### config.mk
export PLATFORM = sky130hd
export DESIGN_NAME = dht_reader
export DESIGN_NICKNAME = d
export VERILOG_FILES = /design/src/rtl/dht_pkg.sv /design/src/rtl/dht_us_tick.sv /design/src/rtl/dht_reader.sv
export SDC_FILE = /design/constraint.sdc
export NUM_CORES = 1
export LEC_CHECK = 0
export ABC_AREA = 1
export CAP_MARGIN = 20
export CORE_AREA = 4 4 120 122
export DETAILED_ROUTE_END_ITERATION = 8
export DIE_AREA = 0 0 124 126
export HOLD_SLACK_MARGIN = 0.06
export PLACE_DENSITY = 0.74
export SYNTH_ARGS = -nofsm -noshare
export SYNTH_HDL_FRONTEND = slang
export SYNTH_SLANG_ARGS = --single-unit
### constraint.sdc
create_clock -name clk -period 5.2 [get_ports clk]
set_input_delay 1.3 -clock clk [delete_from_list [all_inputs] [get_ports clk]]
set_output_delay 1.3 -clock clk [all_outputs]
set_load 0.03 [all_outputs]
### src/rtl/dht_pkg.sv
// Shared types and helpers for the single-wire DHT11/DHT22 sensor controller.
// Combinational definitions only: no latency, no flow control.
package dht_pkg;

  localparam int US_CNT_W   = 16;
  localparam int FRAME_BITS = 40;

  typedef enum logic [3:0] {
    S_IDLE,
    S_START_LOW,
    S_WAIT_ACK,
    S_RESP_LOW,
    S_RESP_HIGH,
    S_BIT_LOW,
    S_BIT_HIGH,
    S_CHECK,
    S_FAIL_TO
  } state_t;

  typedef struct packed {
    logic [15:0] rh;
    logic [15:0] t;
    logic [7:0]  ck;
  } frame_t;

  function automatic int us_to_ticks(input int clk_hz, input int us);
    return (clk_hz / 1_000_000) * us;
  endfunction

  // Modulo-256 sum of the four payload bytes.
  function automatic logic [7:0] sum8(input logic [31:0] b);
    return b[31:24] + b[23:16] + b[15:8] + b[7:0];
  endfunction

endpackage

### src/rtl/dht_us_tick.sv
// Prescaler: one-cycle 1 us strobe from core clock, and a 1 ms strobe every 1000 us strobes.
// Strobes are combinational from the counters; free-running, no backpressure.
module dht_us_tick
  import dht_pkg::*;
#(
  parameter int CLK_HZ = 50_000_000
) (
  input  logic clk,
  input  logic rst,
  output logic us_tick,
  output logic ms_tick
);

  localparam int DIV   = us_to_ticks(CLK_HZ, 1);
  localparam int DIV_W = (DIV > 1) ? $clog2(DIV) : 1;

  logic [DIV_W-1:0] div_cnt;
  logic [9:0]       ms_cnt;

  always_comb us_tick = (div_cnt == DIV_W'(DIV - 1));
  always_comb ms_tick = us_tick && (ms_cnt == 10'd999);

  always_ff @(posedge clk or negedge rst) begin
    if (!rst) begin
      div_cnt <= '0;
      ms_cnt  <= '0;
    end else begin
      div_cnt <= us_tick ? '0 : div_cnt + 1'b1;
      if (us_tick) ms_cnt <= ms_tick ? '0 : ms_cnt + 1'b1;
    end
  end

endmodule

### src/rtl/dht_reader.sv
// DHT11/DHT22 controller: start pulse, response timing, 40-bit decode, checksum and timeout report.
// done/valid 2 cycles after the final synchronised falling edge; triggers while busy are dropped.
module dht_reader
  import dht_pkg::*;
#(
  parameter int CLK_HZ        = 50_000_000,
  parameter int START_LOW_US  = 1000,
  parameter int BIT_THRESH_US = 50,
  parameter int TIMEOUT_US    = 200,
  parameter int POLL_MS       = 2000,
  parameter int SYNC_STAGES   = 2
) (
  input  logic                  clk,
  input  logic                  rst,
  input  logic                  start,
  input  logic                  dht_in,
  output logic                  dht_oe,
  output logic [FRAME_BITS-1:0] data,
  output logic                  valid,
  output logic                  done,
  output logic                  crc_err,
  output logic                  timeout_err,
  output logic                  busy
);

  localparam int POLL_W = (POLL_MS > 1) ? $clog2(POLL_MS) : 1;
  localparam logic [US_CNT_W-1:0] START_TICKS  = US_CNT_W'(START_LOW_US);
  localparam logic [US_CNT_W-1:0] THRESH_TICKS = US_CNT_W'(BIT_THRESH_US);
  localparam logic [US_CNT_W-1:0] TMO_TICKS    = US_CNT_W'(TIMEOUT_US);

  logic us_tick, ms_tick;

  dht_us_tick #(.CLK_HZ(CLK_HZ)) u_tick (
    .clk     (clk),
    .rst     (rst),
    .us_tick (us_tick),
    .ms_tick (ms_tick)
  );

  // Bus idles high, so the sync chain resets to 1 to avoid a phantom edge.
  logic [SYNC_STAGES-1:0] sync_q;
  logic                   in_q;
  logic                   in_s, rise, fall;

  always_comb begin
    in_s = sync_q[SYNC_STAGES-1];
    rise = in_s & ~in_q;
    fall = ~in_s & in_q;
  end

  always_ff @(posedge clk or negedge rst) begin
    if (!rst) begin
      sync_q <= '1;
      in_q   <= 1'b1;
    end else begin
      sync_q <= {sync_q[SYNC_STAGES-2:0], dht_in};
      in_q   <= in_s;
    end
  end

  logic [POLL_W-1:0] poll_cnt;
  logic              poll_exp;

  always_comb poll_exp = (POLL_MS != 0) && ms_tick && (poll_cnt == POLL_W'(POLL_MS - 1));

  always_ff @(posedge clk or negedge rst) begin
    if (!rst)         poll_cnt <= '0;
    else if (ms_tick) poll_cnt <= poll_exp ? '0 : poll_cnt + 1'b1;
  end

  state_t              state, state_nxt;
  logic [US_CNT_W-1:0] us_cnt;
  logic [5:0]          bit_cnt;
  frame_t              frame;
  logic                tmo;

  always_comb tmo = (us_cnt >= TMO_TICKS);

  always_ff @(posedge clk or negedge rst) begin
    if (!rst) state <= S_IDLE;
    else      state <= state_nxt;
  end

  always_comb begin
    state_nxt = state;
    unique case (state)
      S_IDLE:      if (start || poll_exp) state_nxt = S_START_LOW;
      S_START_LOW: if (us_cnt >= START_TICKS) state_nxt = S_WAIT_ACK;
      S_WAIT_ACK:  if (fall) state_nxt = S_RESP_LOW;  else if (tmo) state_nxt = S_FAIL_TO;
      S_RESP_LOW:  if (rise) state_nxt = S_RESP_HIGH; else if (tmo) state_nxt = S_FAIL_TO;
      S_RESP_HIGH: if (fall) state_nxt = S_BIT_LOW;   else if (tmo) state_nxt = S_FAIL_TO;
      S_BIT_LOW:   if (rise) state_nxt = S_BIT_HIGH;  else if (tmo) state_nxt = S_FAIL_TO;
      S_BIT_HIGH: begin
        if (fall)     state_nxt = (bit_cnt == 6'(FRAME_BITS - 1)) ? S_CHECK : S_BIT_LOW;
        else if (tmo) state_nxt = S_FAIL_TO;
      end
      S_CHECK:     state_nxt = S_IDLE;
      S_FAIL_TO:   state_nxt = S_IDLE;
      default:     state_nxt = S_IDLE;
    endcase
  end

  always_comb begin
    dht_oe = (state == S_START_LOW);
    busy   = (state != S_IDLE);
  end

  // The counter restarts on every state change and includes the tick of the edge
  // cycle itself, so a high phase of N us reads back as N at its falling edge.
  always_ff @(posedge clk or negedge rst) begin
    if (!rst) begin
      us_cnt      <= '0;
      bit_cnt     <= '0;
      frame       <= '0;
      data        <= '0;
      valid       <= 1'b0;
      done        <= 1'b0;
      crc_err     <= 1'b0;
      timeout_err <= 1'b0;
    end else begin
      valid <= 1'b0;
      done  <= 1'b0;
      if (state_nxt != state)          us_cnt <= {{(US_CNT_W-1){1'b0}}, us_tick};
      else if (us_tick && us_cnt != '1) us_cnt <= us_cnt + 1'b1;
      if (state == S_RESP_HIGH && fall) bit_cnt <= '0;
      if (state == S_BIT_HIGH && fall) begin
        frame   <= {frame[FRAME_BITS-2:0], (us_cnt > THRESH_TICKS)};
        bit_cnt <= bit_cnt + 1'b1;
      end
      if (state == S_CHECK) begin
        done        <= 1'b1;
        timeout_err <= 1'b0;
        if (sum8({frame.rh, frame.t}) == frame.ck) begin
          data    <= frame;
          valid   <= 1'b1;
          crc_err <= 1'b0;
        end else begin
          crc_err <= 1'b1;
        end
      end
      if (state == S_FAIL_TO) begin
        done        <= 1'b1;
        timeout_err <= 1'b1;
        crc_err     <= 1'b0;
      end
    end
  end

endmodule

Word level (Yosys, flattened, before mapping)
Index checks and enable logic that the tools add are counted.
{"block": "totals", "wordCells": 84, "ff_bits": 140, "inputBits": 4}
{"block": "op_classes", "n_eq_ne": 15, "n_lt_le_gt_ge": 3, "n_bitwise": 4, "mux": 26, "n_reduce_logical": 12, "add_sub_neg": 8}
{"operator": "$mux W16", "count": 2}
{"operator": "$mux W4", "count": 8}
{"operator": "$pmux W4 S7", "count": 1}
{"operator": "$add A8 B8 Y8", "count": 3}
{"operator": "$mux W6", "count": 3}
{"operator": "$add A16 B1 Y16 const B", "count": 1}
{"operator": "$eq A4 B3 Y1 const B", "count": 4}
{"operator": "$ge A16 B10 Y1 const B", "count": 1}
{"operator": "$ge A16 B8 Y1 const B", "count": 1}
{"operator": "$gt A16 B6 Y1 const B", "count": 1}
{"operator": "$ne A16 B16 Y1 const B", "count": 1}
{"operator": "$add A6 B1 Y6 const B", "count": 2}
{"operator": "$eq A6 B6 Y1 const B", "count": 2}
{"operator": "$add A11 B1 Y11 const B", "count": 1}
{"operator": "$eq A11 B11 Y1 const B", "count": 1}
{"operator": "$mux W11", "count": 1}
{"operator": "$add A10 B1 Y10 const B", "count": 1}
{"operator": "$eq A10 B10 Y1 const B", "count": 1}
{"operator": "$mux W10", "count": 1}
{"operator": "$mux W1", "count": 9}
{"operator": "$eq A4 B2 Y1 const B", "count": 2}
{"operator": "$eq A8 B8 Y1", "count": 1}
{"operator": "$reduce_bool A2 Y1", "count": 3}
{"operator": "$logic_and A1 B1 Y1", "count": 5}
{"operator": "other kinds (10)", "count": 12}

Depth between registers and ports, before layout
{"block": "depth", "word_depth": 8, "mapped_depth": 18}

Modules after synthesis
From an unflattened synthesis, not the netlist that was laid out.
{"block": "unflattened", "cells_unflattened": 914, "hier_area_um2": 7350.8}
{"mod": "dht_reader", "cells_per_inst": 790, "area_each_um2": 6413.7, "seq_area_each_um2": 3106.7, "n_inst": 1}
{"mod": "dht_us_tick", "cells_per_inst": 124, "area_each_um2": 937.1, "seq_area_each_um2": 400.4, "n_inst": 1}

Worst setup path before layout
Ideal clock, no wire load.
{"block": "synth_timing", "path_type": "register to register", "start": "register frame[9] in the netlist's numbering", "end": "register data[10]", "stages_incl_launch_ff": 17, "required_time_ns": 5.082, "setup_ns": 0.118, "path_slack_ns": 1.802, "arrival_time_ns": 3.280, "path_cell_list": "dfrtp_1 -> fa_1 -> inv_1 -> fa_1 -> inv_1 -> ha_1 -> fa_1 -> xnor2_1 -> nand2_1 -> nor3_1 -> nand2_1 -> nor3_2 -> nand2_2 -> buf_6 -> buf_6 -> nand3_2 -> nand2_1"}
{"block": "synth_between", "elab_chain_len": 3}
{"item": "start, declared", "line": "dht_reader.sv:74", "source": "frame_t frame;"}
{"item": "start signal, assigned", "line": "dht_reader.sv:127", "source": "frame <= {frame[FRAME_BITS-2:0], (us_cnt > THRESH_TICKS)};"}
{"item": "$add A8 B8 Y8", "line": "dht_pkg.sv:32", "source": "return b[31:24] + b[23:16] + b[15:8] + b[7:0];"}
{"item": "$eq A8 B8 Y1", "line": "dht_reader.sv:133", "source": "if (sum8({frame.rh, frame.t}) == frame.ck) begin"}
{"item": "$reduce_and A2 Y1 (no source line)"}
{"item": "end signal, assigned", "line": "dht_reader.sv:134", "source": "data <= frame;"}
{"item": "end, declared", "line": "dht_reader.sv:18", "source": "output logic [FRAME_BITS-1:0] data,"}
Every way passes these cells.
A chain may end at the register's enable or synchronous reset.

Final worst setup path
{"block": "layout_timing", "start": "register frame[9] in the netlist's numbering", "end": "register data[4]"}
Same word-level chain as after synthesis.

==> impl_metrics.tcl <==
set metrics [dict create \
    placedCellCount 1061 \
    post-route-min-period_ns 4.10 \
    crit_path_top_delay_cell "fa_1" \
    antenna_found_initial 0 \
    hold_buffers 0 \
    fin_tns_setup_ns 0 \
    route.detailed.drc 0 \
    n_fill_cell 1114 \
    start_util 0.542 \
    slowest_delay_ns 0.55 \
    hold_viol 0 \
    period_share 0.789 \
    place_area_mm2 0.00775 \
    cts-buffers-inserted 17 \
    synth_cell_types 40 \
    startpoint_type "flip-flop" \
    cts_max_level 4 \
    drt_wl_total_um 14700 \
    grt_pass1_vias 5458 \
    cp-end-kind "flip-flop" \
    die_h_um 126 \
    power.leakage_nw 4.35 \
    ir_worst_vdd_mv 0.191 \
    portBuffers 49 \
    gp_congestion 0.894 \
    p_int_w 0.00194 \
    fin_nets 937 \
    clockRootBuffer "clkbuf_16" \
    die_width_um 124 \
    grt-ovfl-total 0 \
    cts.repair.resized 0 \
    ys_ff_latch 140 \
    setup_viol 0 \
    via_count 5668 \
    hp-class "flip-flop to flip-flop" \
    area_delta_synth_final_pct 17.7 \
    clockBufferDepth 2 \
    design_area_mm2 0.00842 \
    slew_violations 0 \
    dieArea_mm2 0.0156 \
    grt_max_degree 114 \
    n_antenna_cell 0 \
    worstMarginPinSlew_ns 0.854 \
    cp_max_fo 25 \
    ant_nets 0 \
    insertion_delay_ns 0.42 \
    switching_share 0.196 \
    core_mm2 0.0132 \
    power_frac_seq 0.453 \
    crit_chain "fa_1 > inv_1 > fa_1 > inv_1 > ha_1 > fa_1 > xnor2_1 > nand2_1 > nor3_1 > nand2_1 > nor2_1 > nand2_1 > a21oi_4 > buf_4 > nand2_1 > nand2_1" \
    comb_power_share 0.012 \
    clkTransAtPathRegs_ns 0.06 \
    synth_nets 885 \
    vias_per_cell 5.18 \
    cts_tree "built" \
    place_hpwl_um 10000 \
    slew_headroom 0.429 \
    wire_per_inst_um 13.4 \
    clock.fmax_ghz 0.244 \
    dr.pass1.iters 5 \
    syn_area_mm2 0.00715 \
    cpMostUsedCell "nand2_1" \
    grt_pass1_wl_um 25400 \
    clock-skew-final_ns 0.00857 \
    drt_iter0_markers 375 \
    rsz0062_at_grt "false" \
    grt_usage 0.203 \
    maxCapViolCount 0 \
    power_w 0.00241 \
    powerDensity_mw_per_mm2 286 \
    switching_power_w 0.000473 \
    fin_cells 1094 \
    syn-instance-count 853 \
    cp.arrival_ns 4.46 \
    io-pin-count 50 \
    crit_type "flip-flop to flip-flop" \
    cts_sinks 140 \
    avgSynthCellArea_um2 8.38 \
    cts_setup_buffers 0 \
    p_clk_frac 0.535 \
    drive_above_1_share 0.0752 \
    rows 42 \
    ys_seq_area_frac 0.490 \
    ys_warn_count 0 \
    outcome "finished, final reports clean" \
    critPathRequiredTime_ns 5.56 \
]
==> power groups by stage <==
stage / logic, W / registers [W] / clock network [W]
final: 0.0000288 / 0.00109 / 0.00129
after global routing: 0.0000346 / 0.00109 / 0.00136
after CTS: 0.0000278 / 0.00109 / 0.00131
after detailed placement: 0.0000280 / 0.00111 / 0
after global placement: 0.0000279 / 0.00111 / 0
after floorplan: 0.00000240 / 0.00111 / 0
==> placed cells by master (no fill, tap or decap), types with 6 or more instances in the layout <==
cell and instances:
inv_1 85, ha_1 14, nand3_1 68, nand3_2 12
o21ai_0 37, clkbuf_16 17, clkdlybuf4s50_1 48, xnor2_1 10
fa_1 14, nor3_1 16, nor2_1 68, xor2_1 20
buf_4 6, dfrtp_1 137, nand2_1 283, nand4_1 10
a21oi_1 19
==> cell type report <==
cell class | instances | area [um^2] | share of cell area
flip-flops and latches | 140 | 3510 | 0.417
multi-input cells | 600 | 3150 | 0.374
repair buffers | 56 | 564 | 0.0670
clock buffers | 22 | 474 | 0.0563
inverters | 90 | 338 | 0.0401
well taps | 176 | 220 | 0.0262
clock inverters | 10 | 163 | 0.0193
==> kinds of logic (layout without fill, tap and decap cells) <==
group | count (synthesis) | count (layout) | synth area share
AOI/OAI and AO/OA | 72 | 72 | 0.0574
xor gates and xnor gates | 30 | 30 | 0.0367
adders and majority gates | 28 | 28 | 0.0637
buffers and inverters | 113 | 178 | 0.0688
DFF | 140 | 140 | 0.490
and+or+nand+nor | 470 | 470 | 0.283
==> worst max-delay path, delay by kind of cell (launching register included) <==
kind	cells	cell delay [ns]
buf+inv	3	0.45
flops	1	0.43
compound gates	1	0.52
simple gates	7	0.71
xor+xnor	1	0.18
fa+ha+maj	4	1.73
==> metal layers <==
layer,up-vias,wire length [um],share of wire,global-route usage
li1,2811,-,-,-
met1,2701,6540,0.44,0.273
met2,133,7170,0.49,0.321
met3,23,708,0.048,0.0498
met4,0,286,0.019,0.0696
met5,-,0,0,0
==> cell usage after synthesis <==
cell	count	area (um^2)
clkinv_1	1	3.75
buf_6	7	78.8
and3_1	2	12.5
nand3_1	68	340
o21a_1	2	15.0
xor2_1	20	175
clkbuf_1	8	30.0
nand3b_1	1	7.51
ha_1	14	175
nand4_1	10	62.6
or2_2	1	6.26
buf_4	2	15.0
nand3_2	12	120
inv_2	4	15.0
nor3b_1	1	7.51
buf_2	6	30.0
nand2_1	283	1060
a22o_1	2	17.5
o211ai_1	1	7.51
nor2_1	68	255
dfstp_2	3	78.8
o21ai_1	1	5.00
nand4_4	1	21.3
nor2_2	2	12.5
fa_1	14	280
xnor2_1	10	87.6
a21oi_1	19	95.1
or2_1	1	6.26
a21oi_2	2	17.5
o21ai_0	37	185
a21oi_4	1	16.3
a221oi_1	1	8.76
nor3_1	16	80.1
nor3_2	1	10.0
o31ai_1	2	15.0
o21ai_2	1	8.76
dfrtp_1	137	3430
inv_1	85	319
o22ai_1	3	18.8
nand2_2	3	18.8
==> flip-flops by register name, indices dropped and copies added (netlist names) <==
| signal | flops |
|---|---|
| crc_err | 1 |
| state | 4 |
| data | 40 |
| u_tick.ms_cnt | 10 |
| sync_q | 2 |
| done | 1 |
| bit_cnt | 6 |
| valid | 1 |
| timeout_err | 1 |
| poll_cnt | 11 |
| u_tick.div_cnt | 6 |
| in_q | 1 |
| frame | 40 |
| us_cnt | 16 |
==> metrics by stage <==
stage	utilization	setup slack, ns	hold WS (ns)
finish	0.638	1.10	0.369
global route	0.638	0.848	0.379
CTS	0.636	1.08	0.372
detailed placement	0.588	1.13	0.364
global placement	0.588	1.23	0.365
floorplan	-	1.80	0.345
==> final timing paths <==
path                                 startpoint  depth (start not counted)                    end  slack [ns]
max in group asynchronous                   rst                          3  frame[23]$_DFFE_PN0P_        3.45
setup reg to reg           frame[9]$_DFFE_PN0P_                         16    data[4]$_DFFE_PN0P_        1.10
hold / removal              sync_q[0]$_DFF_PN1_                          0    sync_q[1]$_DFF_PN1_        0.37
min in group asynchronous                   rst                          1    data[3]$_DFFE_PN0P_        0.67
setup / recovery           frame[9]$_DFFE_PN0P_                         16    data[4]$_DFFE_PN0P_        1.10
hold reg to reg             sync_q[0]$_DFF_PN1_                          0    sync_q[1]$_DFF_PN1_        0.37
No activity file was read; power rests on OpenSTA's default activity.
